File: config.mk
export PLATFORM = sky130hd
export DESIGN_NAME = pc_fetch_ctrl
export DESIGN_NICKNAME = d
export VERILOG_FILES = /design/src/rtl/pc_pkg.sv /design/src/rtl/pc_cycle_counter.sv /design/src/rtl/pc_fetch_ctrl.sv
export SDC_FILE = /design/constraint.sdc
export NUM_CORES = 1
export LEC_CHECK = 0
export CAP_MARGIN = 15
export CORE_MARGIN = 4
export CORE_UTILIZATION = 41
export CTS_CLUSTER_DIAMETER = 60
export CTS_CLUSTER_SIZE = 8
export DETAILED_ROUTE_END_ITERATION = 8
export HOLD_SLACK_MARGIN = 0.15
export PLACE_DENSITY_LB_ADDON = 0.3
export SLEW_MARGIN = 30
export SYNTH_ARGS = -nofsm -noshare
export SYNTH_HDL_FRONTEND = slang
export SYNTH_HIERARCHICAL = 1
export SYNTH_SLANG_ARGS = --single-unit
File: constraint.sdc
create_clock -name clk -period 3.07 [get_ports clk]
set_input_delay 0.614 -clock clk [delete_from_list [all_inputs] [get_ports clk]]
set_output_delay 0.614 -clock clk [all_outputs]
set_load 0.03 [all_outputs]
File: src/rtl/pc_pkg.sv
// ============================================================================
// Module : pc_pkg
// Brief  : Shared state encoding and default widths for the PC fetch stage.
// Rev    : 1.0  initial release
// ============================================================================
`default_nettype none

package pc_pkg;

    typedef enum logic [1:0] {
        IDLE = 2'd0,
        RUN  = 2'd1,
        DONE = 2'd2
    } pc_state_t;

    localparam int PC_W     = 8;
    localparam int PC_START = 0;

endpackage

`default_nettype wire

File: src/rtl/pc_cycle_counter.sv
// ============================================================================
// Module : pc_cycle_counter
// Brief  : Saturating cycle counter with synchronous clear, async reset.
// Rev    : 1.0  initial release
// ============================================================================
`default_nettype none

module pc_cycle_counter #(
    parameter int CNT_W = 16
) (
    input  logic             clk,
    input  logic             reset,
    input  logic             clr,
    input  logic             inc,
    output logic [CNT_W-1:0] cnt
);

    logic [CNT_W-1:0] r_cnt;

    always_ff @(posedge clk or posedge reset) begin
        if (reset) begin
            r_cnt <= '0;
        end else if (clr) begin
            r_cnt <= '0;
        end else if (inc && (r_cnt != {CNT_W{1'b1}})) begin
            r_cnt <= r_cnt + CNT_W'(1);
        end
    end

    assign cnt = r_cnt;

endmodule

`default_nettype wire

File: src/rtl/pc_fetch_ctrl.sv
// ============================================================================
// Module : pc_fetch_ctrl
// Brief  : Program counter with start/done handshake, stall, halt and
//          absolute branch. Optional RUN-cycle counter under PC_CYCLE_CNT_EN.
// Rev    : 1.0  initial release
// ============================================================================
`default_nettype none

module pc_fetch_ctrl
    import pc_pkg::*;
#(
    parameter int D          = PC_W,
    parameter int START_ADDR = PC_START,
    parameter int CNT_W      = 16
) (
    input  logic             clk,
    input  logic             reset,
    input  logic             start,
    input  logic             stall,
    input  logic             branch,
    input  logic [D-1:0]     target,
    input  logic             halt,
    output logic [D-1:0]     prog_ctr,
    output logic             fetch_en,
    output logic             done,
    output logic [CNT_W-1:0] cycle_cnt
);

    localparam logic [D-1:0] c_start_pc = D'(START_ADDR);

    pc_state_t    r_state;
    pc_state_t    w_state_next;
    logic [D-1:0] r_pc;
    logic [D-1:0] w_pc_next;
    logic         r_done;
    logic         w_fetch_en;

    // Priority inside RUN: stall, then halt, then branch, then increment.
    always_comb begin
        w_state_next = r_state;
        w_pc_next    = r_pc;
        w_fetch_en   = 1'b0;
        case (r_state)
            IDLE, DONE: begin
                if (start) begin
                    w_state_next = RUN;
                    w_pc_next    = c_start_pc;
                end
            end
            RUN: begin
                w_fetch_en = !stall;
                if (!stall) begin
                    if (halt) begin
                        w_state_next = DONE;
                    end else if (branch) begin
                        w_pc_next = target;
                    end else begin
                        w_pc_next = r_pc + D'(1);
                    end
                end
            end
            default: begin
                w_state_next = IDLE;
                w_pc_next    = c_start_pc;
            end
        endcase
    end

    always_ff @(posedge clk or posedge reset) begin
        if (reset) begin
            r_state <= IDLE;
            r_pc    <= c_start_pc;
            r_done  <= 1'b0;
        end else begin
            r_state <= w_state_next;
            r_pc    <= w_pc_next;
            r_done  <= (w_state_next == DONE);
        end
    end

    assign prog_ctr = r_pc;
    assign done     = r_done;
    assign fetch_en = w_fetch_en;

`ifdef PC_CYCLE_CNT_EN
    logic w_cnt_clr;
    logic w_cnt_inc;

    // Clear on the edge that enters RUN; count every edge spent in RUN.
    assign w_cnt_clr = start && (r_state != RUN);
    assign w_cnt_inc = (r_state == RUN);

    pc_cycle_counter #(
        .CNT_W (CNT_W)
    ) u_cycle_counter (
        .clk   (clk),
        .reset (reset),
        .clr   (w_cnt_clr),
        .inc   (w_cnt_inc),
        .cnt   (cycle_cnt)
    );
`else
    assign cycle_cnt = '0;
`endif

endmodule

`default_nettype wire

======== Yosys cells after proc, flatten, opt, wreduce, memory -nomap -nowiden ========
Index checks and enable logic that the tools add are counted.
cells by class
  shift operators ......................... 0
  add/subtract/negate cells ............... 1
  reduce and logical (&&, ||, !) cells .... 4
  equal/unequal tests ..................... 6
  bitwise gates (word level) .............. 0
  muxes and demuxes ....................... 10
  magnitude comparators ................... 0
  divide/modulo/power cells ............... 0
  $mul .................................... 0
operators with widths
  cell                                                 count
  two-way mux 8 bit                                    4
  one-hot mux 8 bit (2 select lines)                   1
  adder 8 x 1 -> 8 bit, second input constant          1
  two-way mux 2 bit                                    3
  != test 2 bit, second input constant                 3
  equality test 2 bit, second input constant           2
  one-hot mux 2 bit (2 select lines)                   1
  AND reduction 3 bit                                  1
  equality test 2 x 1 -> 1 bit, second input constant  1
  zero test 2 bit                                      1
  OR reduction 2 bit                                   1
  zero test 1 bit                                      1
  two-way mux 1 bit                                    1
storage, ports and cells
  output and inout bits ................... 26
  memory bits (read-only) ................. 0
  memories kept ........................... 0
  input port bits ......................... 14
  latch bits .............................. 0
  word-level logic and storage cells ...... 24
  bits in registers ....................... 11
  bits in writable memories ............... 0

======== Depth between registers and ports, before layout ========
Gate-level depths: netlist of the first run.
  depth in word-level cells ............... 5
  depth in mapped cells ................... 6
  gate-level depth less buffers ........... 5

======== Worst setup path after synthesis of the first run ========
No wires, ideal clock.
  kind .................................... input to register
  from .................................... in halt
  to ...................................... reg r_pc[7], in the netlist prog_ctr[7]
  setup slack ............................. 1.202 ns
  path buffers ............................ 1
  data required time ...................... 3.001 ns
  data arrival time ....................... 1.799 ns
  stages .................................. 4
  setup time .............................. 0.069 ns
  cells stage by stage .................... or4b_1 buf_2 or4_1 nand3_1
between the ends
  cells in the longest elaborated chain, start to end .. 2
ends and longest elaborated chain
  element                        line                 RTL
  from (decl)                    pc_fetch_ctrl.sv:22  input logic halt,
  != test 2 bit (no line)        n/a
  AND reduction 3 bit (no line)  n/a
  to (signal assigned)           pc_fetch_ctrl.sv:72  r_pc <= c_start_pc;
  to (signal assigned)           pc_fetch_ctrl.sv:76  r_pc <= w_pc_next;
  to (decl)                      pc_fetch_ctrl.sv:33  logic [D-1:0] r_pc;
Every way passes these cells.
A chain may end at the register's enable or synchronous reset.

======== Worst setup path after layout of the first run ========
  from .................................... in stall
  to ...................................... out fetch_en
between the ends
  cells in the longest elaborated chain, start to end .. 2
ends and longest elaborated chain
  element            line                 RTL
  from (decl)        pc_fetch_ctrl.sv:19  input logic stall,
  zero test 1 bit    n/a
  two-way mux 1 bit  pc_fetch_ctrl.sv:43  case (r_state)
  to (decl)          pc_fetch_ctrl.sv:24  output logic fetch_en,
Every way passes these cells.

==> reports/summary.txt, run 1 <==
Mapped Area: 761 sq um
Clock transition at the registers of the reported paths: 70 ps
Die area: 2610 sq um
Status: finished clean
RD Place Congestion: 0.767
CTS Buf Count: 3
Post-route DRC: 0
Worst Tran Pin Value: 632 ps
Final setup violation count: 0
Worst path arrival time: 1860 ps
Placeable Area: 1750 sq um
Multi-input gate area: 402 sq um
Most common cell after layout, fill and taps aside: clkdlybuf4s50_1
Register area share after synthesis: 0.362
Combinational Power Share: 0.481
Synth-to-layout area growth: 27.8%
CP max-delay cell: clkdlybuf4s50_1
Leak pwr: 0.432 nW
Final setup TNS: 0 ps
Cts repair resizes: 0
Crit path max fanout: 4
RSZ-0062 raised after global routing: false
Tmin final: 2480 ps
Post-Syn Instances: 88
Diode count: 0
Grt ovf: 0
Post-DP HPWL: 1290 um
Clock Tree Root: clkbuf_4
Sequential share of power: 0.363
Initial DRC count: 9
Layout cells sized above 1: 0.0270
Initial antenna violation count: 0
CTS Buffer Depth: 2
Vias per cell: 4.99
Max Cap Violations: 0
GRT Util Overall: 0.133
Initial Utilization: 0.436
CTS tree: yes
#FFs+latches synth: 11
CP dominant cell by count: clkdlybuf4s50_1
I/O pin count: 40
Pwr Total: 0.610 mW
Skew-Pair Late Insertion Delay: 260 ps
Critical path, cell by cell: clkdlybuf4s50_1 > nor2_1 > clkdlybuf4s50_1
Total number of vias: 679
DRT Wirelength: 1680 um
Worst vdd ir: 382 uV
FMAX: 0.404 GHz
Pin count of the biggest net entering global routing: 19
Sw Share: 0.432
# clock sinks: 11
Crit path largest cell delay: 680 ps
Syn_area_per_cell: 8.64 sq um
Yosys warning count: 6
Register Area: 275 sq um
Placed Cells: 132
HP Class: reg2reg
Filler instances: 174
Commonest non-fill, non-tap cells in the layout: clkdlybuf4s50_1 (23), conb_1 (16), dfrtp_1 (11), nor2_1 (7), nand2_1 (6)
Tcrit/Tclk final: 0.807
Clk pwr share: 0.157
Required time worst endpoint: 2460 ps
Post-Layout Cell Count: 136
Fin util: 0.557
Psw: 0.264 mW
Std-Cell Rows: 15
Die height: 51.1 um
H-tree depth: 1
WS Path Type: in2out
Endpoints failing hold: 0
Slew Limit Fails: 0
Cell-internal power: 0.346 mW
Startpoint Class: primary input
Yosys cell types: 34
Post-CTS Setup Inserts: 0
DIE WIDTH: 51.1 um
Number of global-route vias before repair: 563
Max_slew headroom: 0.577
Drt wl/cell: 12.3 um
Pwr Density: 628 nW/um^2
Number of port buffers: 23
Critical Path End Type: primary output
Hold-fix buffer count after cts: 0
Post-route ant nets: 0
Drt pass-1 iters: 4
First-pass GRT wire length: 2520 um
Nets@finish: 127
Clock Skews: 2.31 ps
==> registers in the layout, summed over array words and instances (netlist names) <==
register	flops
prog_ctr	8
r_state	2
done	1
==> cell usage after synthesis (all sizes together) <==
cell,number,area share
a211o,1,0.012
a211oi,1,0.0099
a21oi,3,0.020
a22oi,3,0.030
and3,3,0.025
and4,1,0.012
buf,18,0.17
clkbuf,1,0.0049
conb,1,0.0049
dfrtp,11,0.36
ha,1,0.016
inv,2,0.0099
mux2i,1,0.013
nand2,6,0.030
nand3,1,0.0066
nand4,1,0.0082
nor2,7,0.035
nor2b,1,0.0082
nor3,1,0.0066
nor3b,2,0.020
nor4,1,0.0082
nor4bb,1,0.013
o21ai,8,0.053
o22a,1,0.012
o22ai,2,0.016
o2bb2ai,4,0.046
o31ai,1,0.0099
or2,1,0.0082
or2b,1,0.0099
or4,1,0.0099
or4b,1,0.013
==> final timing paths <==
| check | startpoint | endpoint | slack (ps) | cells past startpoint |
|---|---|---|---|---|
| min | r_state[1]$_DFF_PP0_ | done$_DFF_PP0_ | 520 | 1 |
| min reg2reg | r_state[1]$_DFF_PP0_ | done$_DFF_PP0_ | 520 | 1 |
| max in group asynchronous | reset | prog_ctr[2]$_DFFE_PP0P_ | 2140 | 2 |
| max | stall | fetch_en | 590 | 3 |
| min in group asynchronous | reset | done$_DFF_PP0_ | 640 | 2 |
| max reg2reg | r_state[1]$_DFF_PP0_ | prog_ctr[2]$_DFFE_PP0P_ | 1270 | 4 |
==> power by group through the flow <==
stage	clock, mW	combinational [mW]	sequential [mW]
global placement	0	0.288	0.220
floorplan	0	0.165	0.261
global route	0.108	0.321	0.226
CTS	0.0993	0.295	0.221
detailed placement	0	0.293	0.223
finish	0.0957	0.293	0.221
==> final cells by class <==
cell class / count / area share
Multi-Input combinational cell: 71 / 0.413
Sequential cell: 11 / 0.283
Timing Repair Buffer: 23 / 0.237
Tap cell: 25 / 0.0322
Clock buffer: 4 / 0.0270
Inverter: 2 / 0.00772
==> logic make-up (layout without fill, tap and decap cells) <==
| kind of cell | Yosys count | after routing | share of synthesized area |
|---|---|---|---|
| AOI/OAI and AO/OA | 24 | 24 | 0.207 |
| adders and majority gates | 1 | 1 | 0.0164 |
| buffers and inverters | 21 | 29 | 0.184 |
| DFF | 11 | 11 | 0.362 |
| muxes | 1 | 1 | 0.0132 |
| other | 1 | 16 | 0.00493 |
| and+or+nand+nor | 29 | 29 | 0.212 |
==> critical path, delay by kind of cell <==
| family | cells | cell delay, ps |
|---|---|---|
| buf+inv | 2 | 1130 |
| simple gates | 1 | 120 |
==> metrics by stage <==
step / setup WS, ps / instance area (sq um) / hold WS, ps
after CTS: 590 / 972 / 526
after global placement: 606 / 946 / 518
after floorplan: 1200 / 817 / 466
after detailed placement: 592 / 946 / 518
final: 593 / 972 / 525
after global routing: 484 / 972 / 547
==> layer usage <==
layer	GRT usage	share of wire	routed length (um)
met1	0.145	0.41	683
met2	0.221	0.49	828
met3	0.0612	0.085	143
met4	0.0538	0.013	22
met5	0	0	0
No activity file was read; power rests on OpenSTA's default activity.
==> run 2, diff against run 1 <==
Settings changed: CORE_UTILIZATION 41 to 38.
Clock period 3.07 ns to 2.4 ns, I/O delays scaled along.
==> run 2 against run 1 <==
Net effect:
- sequential share of layout area fell by 0.43 points
- global-route usage rose by 0.25 points
- flip-flop and latch count did not move
- cell count rose by 1.5%
- combinational power rose by 28%
- non-clock buffer count rose by 2
- sequential power rose by 29%
- routed wire length rose by 2.0%
- utilization fell by 0.91 points
- final area rose by 1.5%
- via count rose by 1.8%
- critical endpoint unchanged
==> reports/summary.txt, run 2 (synthesis gave the netlist of run 1 again) <==
Pwr Density: 801 nW/um^2
Pwr Total: 0.791 mW
Startpoint Class: flop
WS Path Type: reg2out
H-tree depth: 1
Clock transition at the registers of the reported paths: 80 ps
Routed wl met2: 779 um
Critical path buffers and inverters: 1
Filler instances: 175
RSZ-0062 raised after global routing: false
Initial antenna violation count: 0
# clock sinks: 11
Most common cell after layout, fill and taps aside: clkdlybuf4s50_1
Leak pwr: 0.441 nW
Max reg flops: 8
Pin count of the biggest net entering global routing: 12
I/O pin count: 40
Post-CTS Setup Inserts: 0
Layout cells sized above 1: 0.0442
CTS Buffer Depth: 2
Required time worst endpoint: 1920 ps
Hold-fix buffer count after cts: 0
CTS tree: yes
Max Cap Violations: 0
DRT Wirelength: 1710 um
Synth-to-layout area growth: 29.8%
Slew Limit Fails: 0
GRT Util Overall: 0.136
Placed Cells: 134
Post-Layout Cell Count: 138
Clock Skews: 5.03 ps
Initial Utilization: 0.422
DIE WIDTH: 52.7 um
Final setup TNS: 0 ps
Worst vdd ir: 363 uV
Crit path max fanout: 7
RD Place Congestion: 0.825
Number of global-route vias before repair: 624
Initial DRC count: 10
Total number of vias: 691
First-pass GRT wire length: 2780 um
Commonest non-fill, non-tap cells in the layout: clkdlybuf4s50_1 (23), conb_1 (16), dfrtp_1 (11), nor2_1 (7), nand2_1 (6)
Endpoints failing hold: 0
Met1 Wirelength: 719 um
Diode count: 0
Nets@finish: 129
Grt ovf: 0
Highest routed layer: met4
Cell family with most CP delay: buffers and inverters
Number of port buffers: 23
HP Class: in2async
Met3 wire len: 183 um
Post-DP HPWL: 1330 um
Clock Tree Root: clkbuf_4
CP max-delay cell: clkdlybuf4s50_1
Final setup violation count: 0
Tmin final: 2320 ps
Vias per cell: 5.01
Die height: 52.7 um
CTS Buf Count: 3
Placeable Area: 1800 sq um
FMAX: 0.430 GHz
Crit path largest cell delay: 670 ps
Drt pass-1 iters: 4
Tcrit/Tclk final: 0.968
Critical path, cell by cell: or2b_1 > nor2_1 > clkdlybuf4s50_1
Std-Cell Rows: 15
Post-route DRC: 0
Post-route ant nets: 0
Final hold slack: 495 ps
Fin util: 0.548
Skew-Pair Late Insertion Delay: 270 ps
Critical Path End Type: primary output
Drt wl/cell: 12.4 um
Worst path arrival time: 1840 ps
Die area: 2780 sq um
Cts repair resizes: 0
Status: finished clean
-- run 2: final cells by class --
class	count	area, sq um	share of cell area
multi-input cells	71	402	0.407
flip-flops and latches	11	275	0.279
repair buffers	25	245	0.248
well taps	25	31.3	0.0317
clock buffers	4	26.3	0.0266
inverters	2	7.51	0.00760
-- run 2: worst register-to-register path, cell delays in order, from the launching register on --
cell,delay (ps)
dfrtp_1,430
or4b_1,630
or4_1,510
nand3_1,100
-- run 2: report_power, final --
part           switching [mW]  internal (mW)
combinational           0.221          0.154
clock                  0.0659         0.0644
sequential             0.0565          0.229
total                   0.344          0.447
-- run 2: path summary, 6_finish.rpt --
check	from	to	slack [ps]	cells past startpoint
min in group clk	prog_ctr[6]$_DFFE_PP0P_	prog_ctr[6]$_DFFE_PP0P_	550	1
worst max-delay path	r_state[0]$_DFF_PP0_	fetch_en	80	3
worst min register to register	prog_ctr[6]$_DFFE_PP0P_	prog_ctr[6]$_DFFE_PP0P_	550	1
worst max register to register	r_state[1]$_DFF_PP0_	prog_ctr[7]$_DFFE_PP0P_	680	3
max in group asynchronous	reset	r_state[0]$_DFF_PP0_	1610	2
worst min-delay path	reset	prog_ctr[3]$_DFFE_PP0P_	490	2
-- run 2: through the flow --
| step | instance area (sq um) | setup WS, ps |
|---|---|---|
| after global placement | 961 | 201 |
| after floorplan | 817 | 666 |
| final | 987 | 75.7 |
| after global routing | 987 | 3.84 |
| after CTS | 987 | 58.6 |
| after detailed placement | 961 | 186 |
-- run 2: routing by layer --
metal | track usage | vias up
met4 | 0.0894 | 0
li1 | - | 337
met3 | 0.0370 | 4
met1 | 0.166 | 315
met2 | 0.205 | 35
met5 | 0 | -
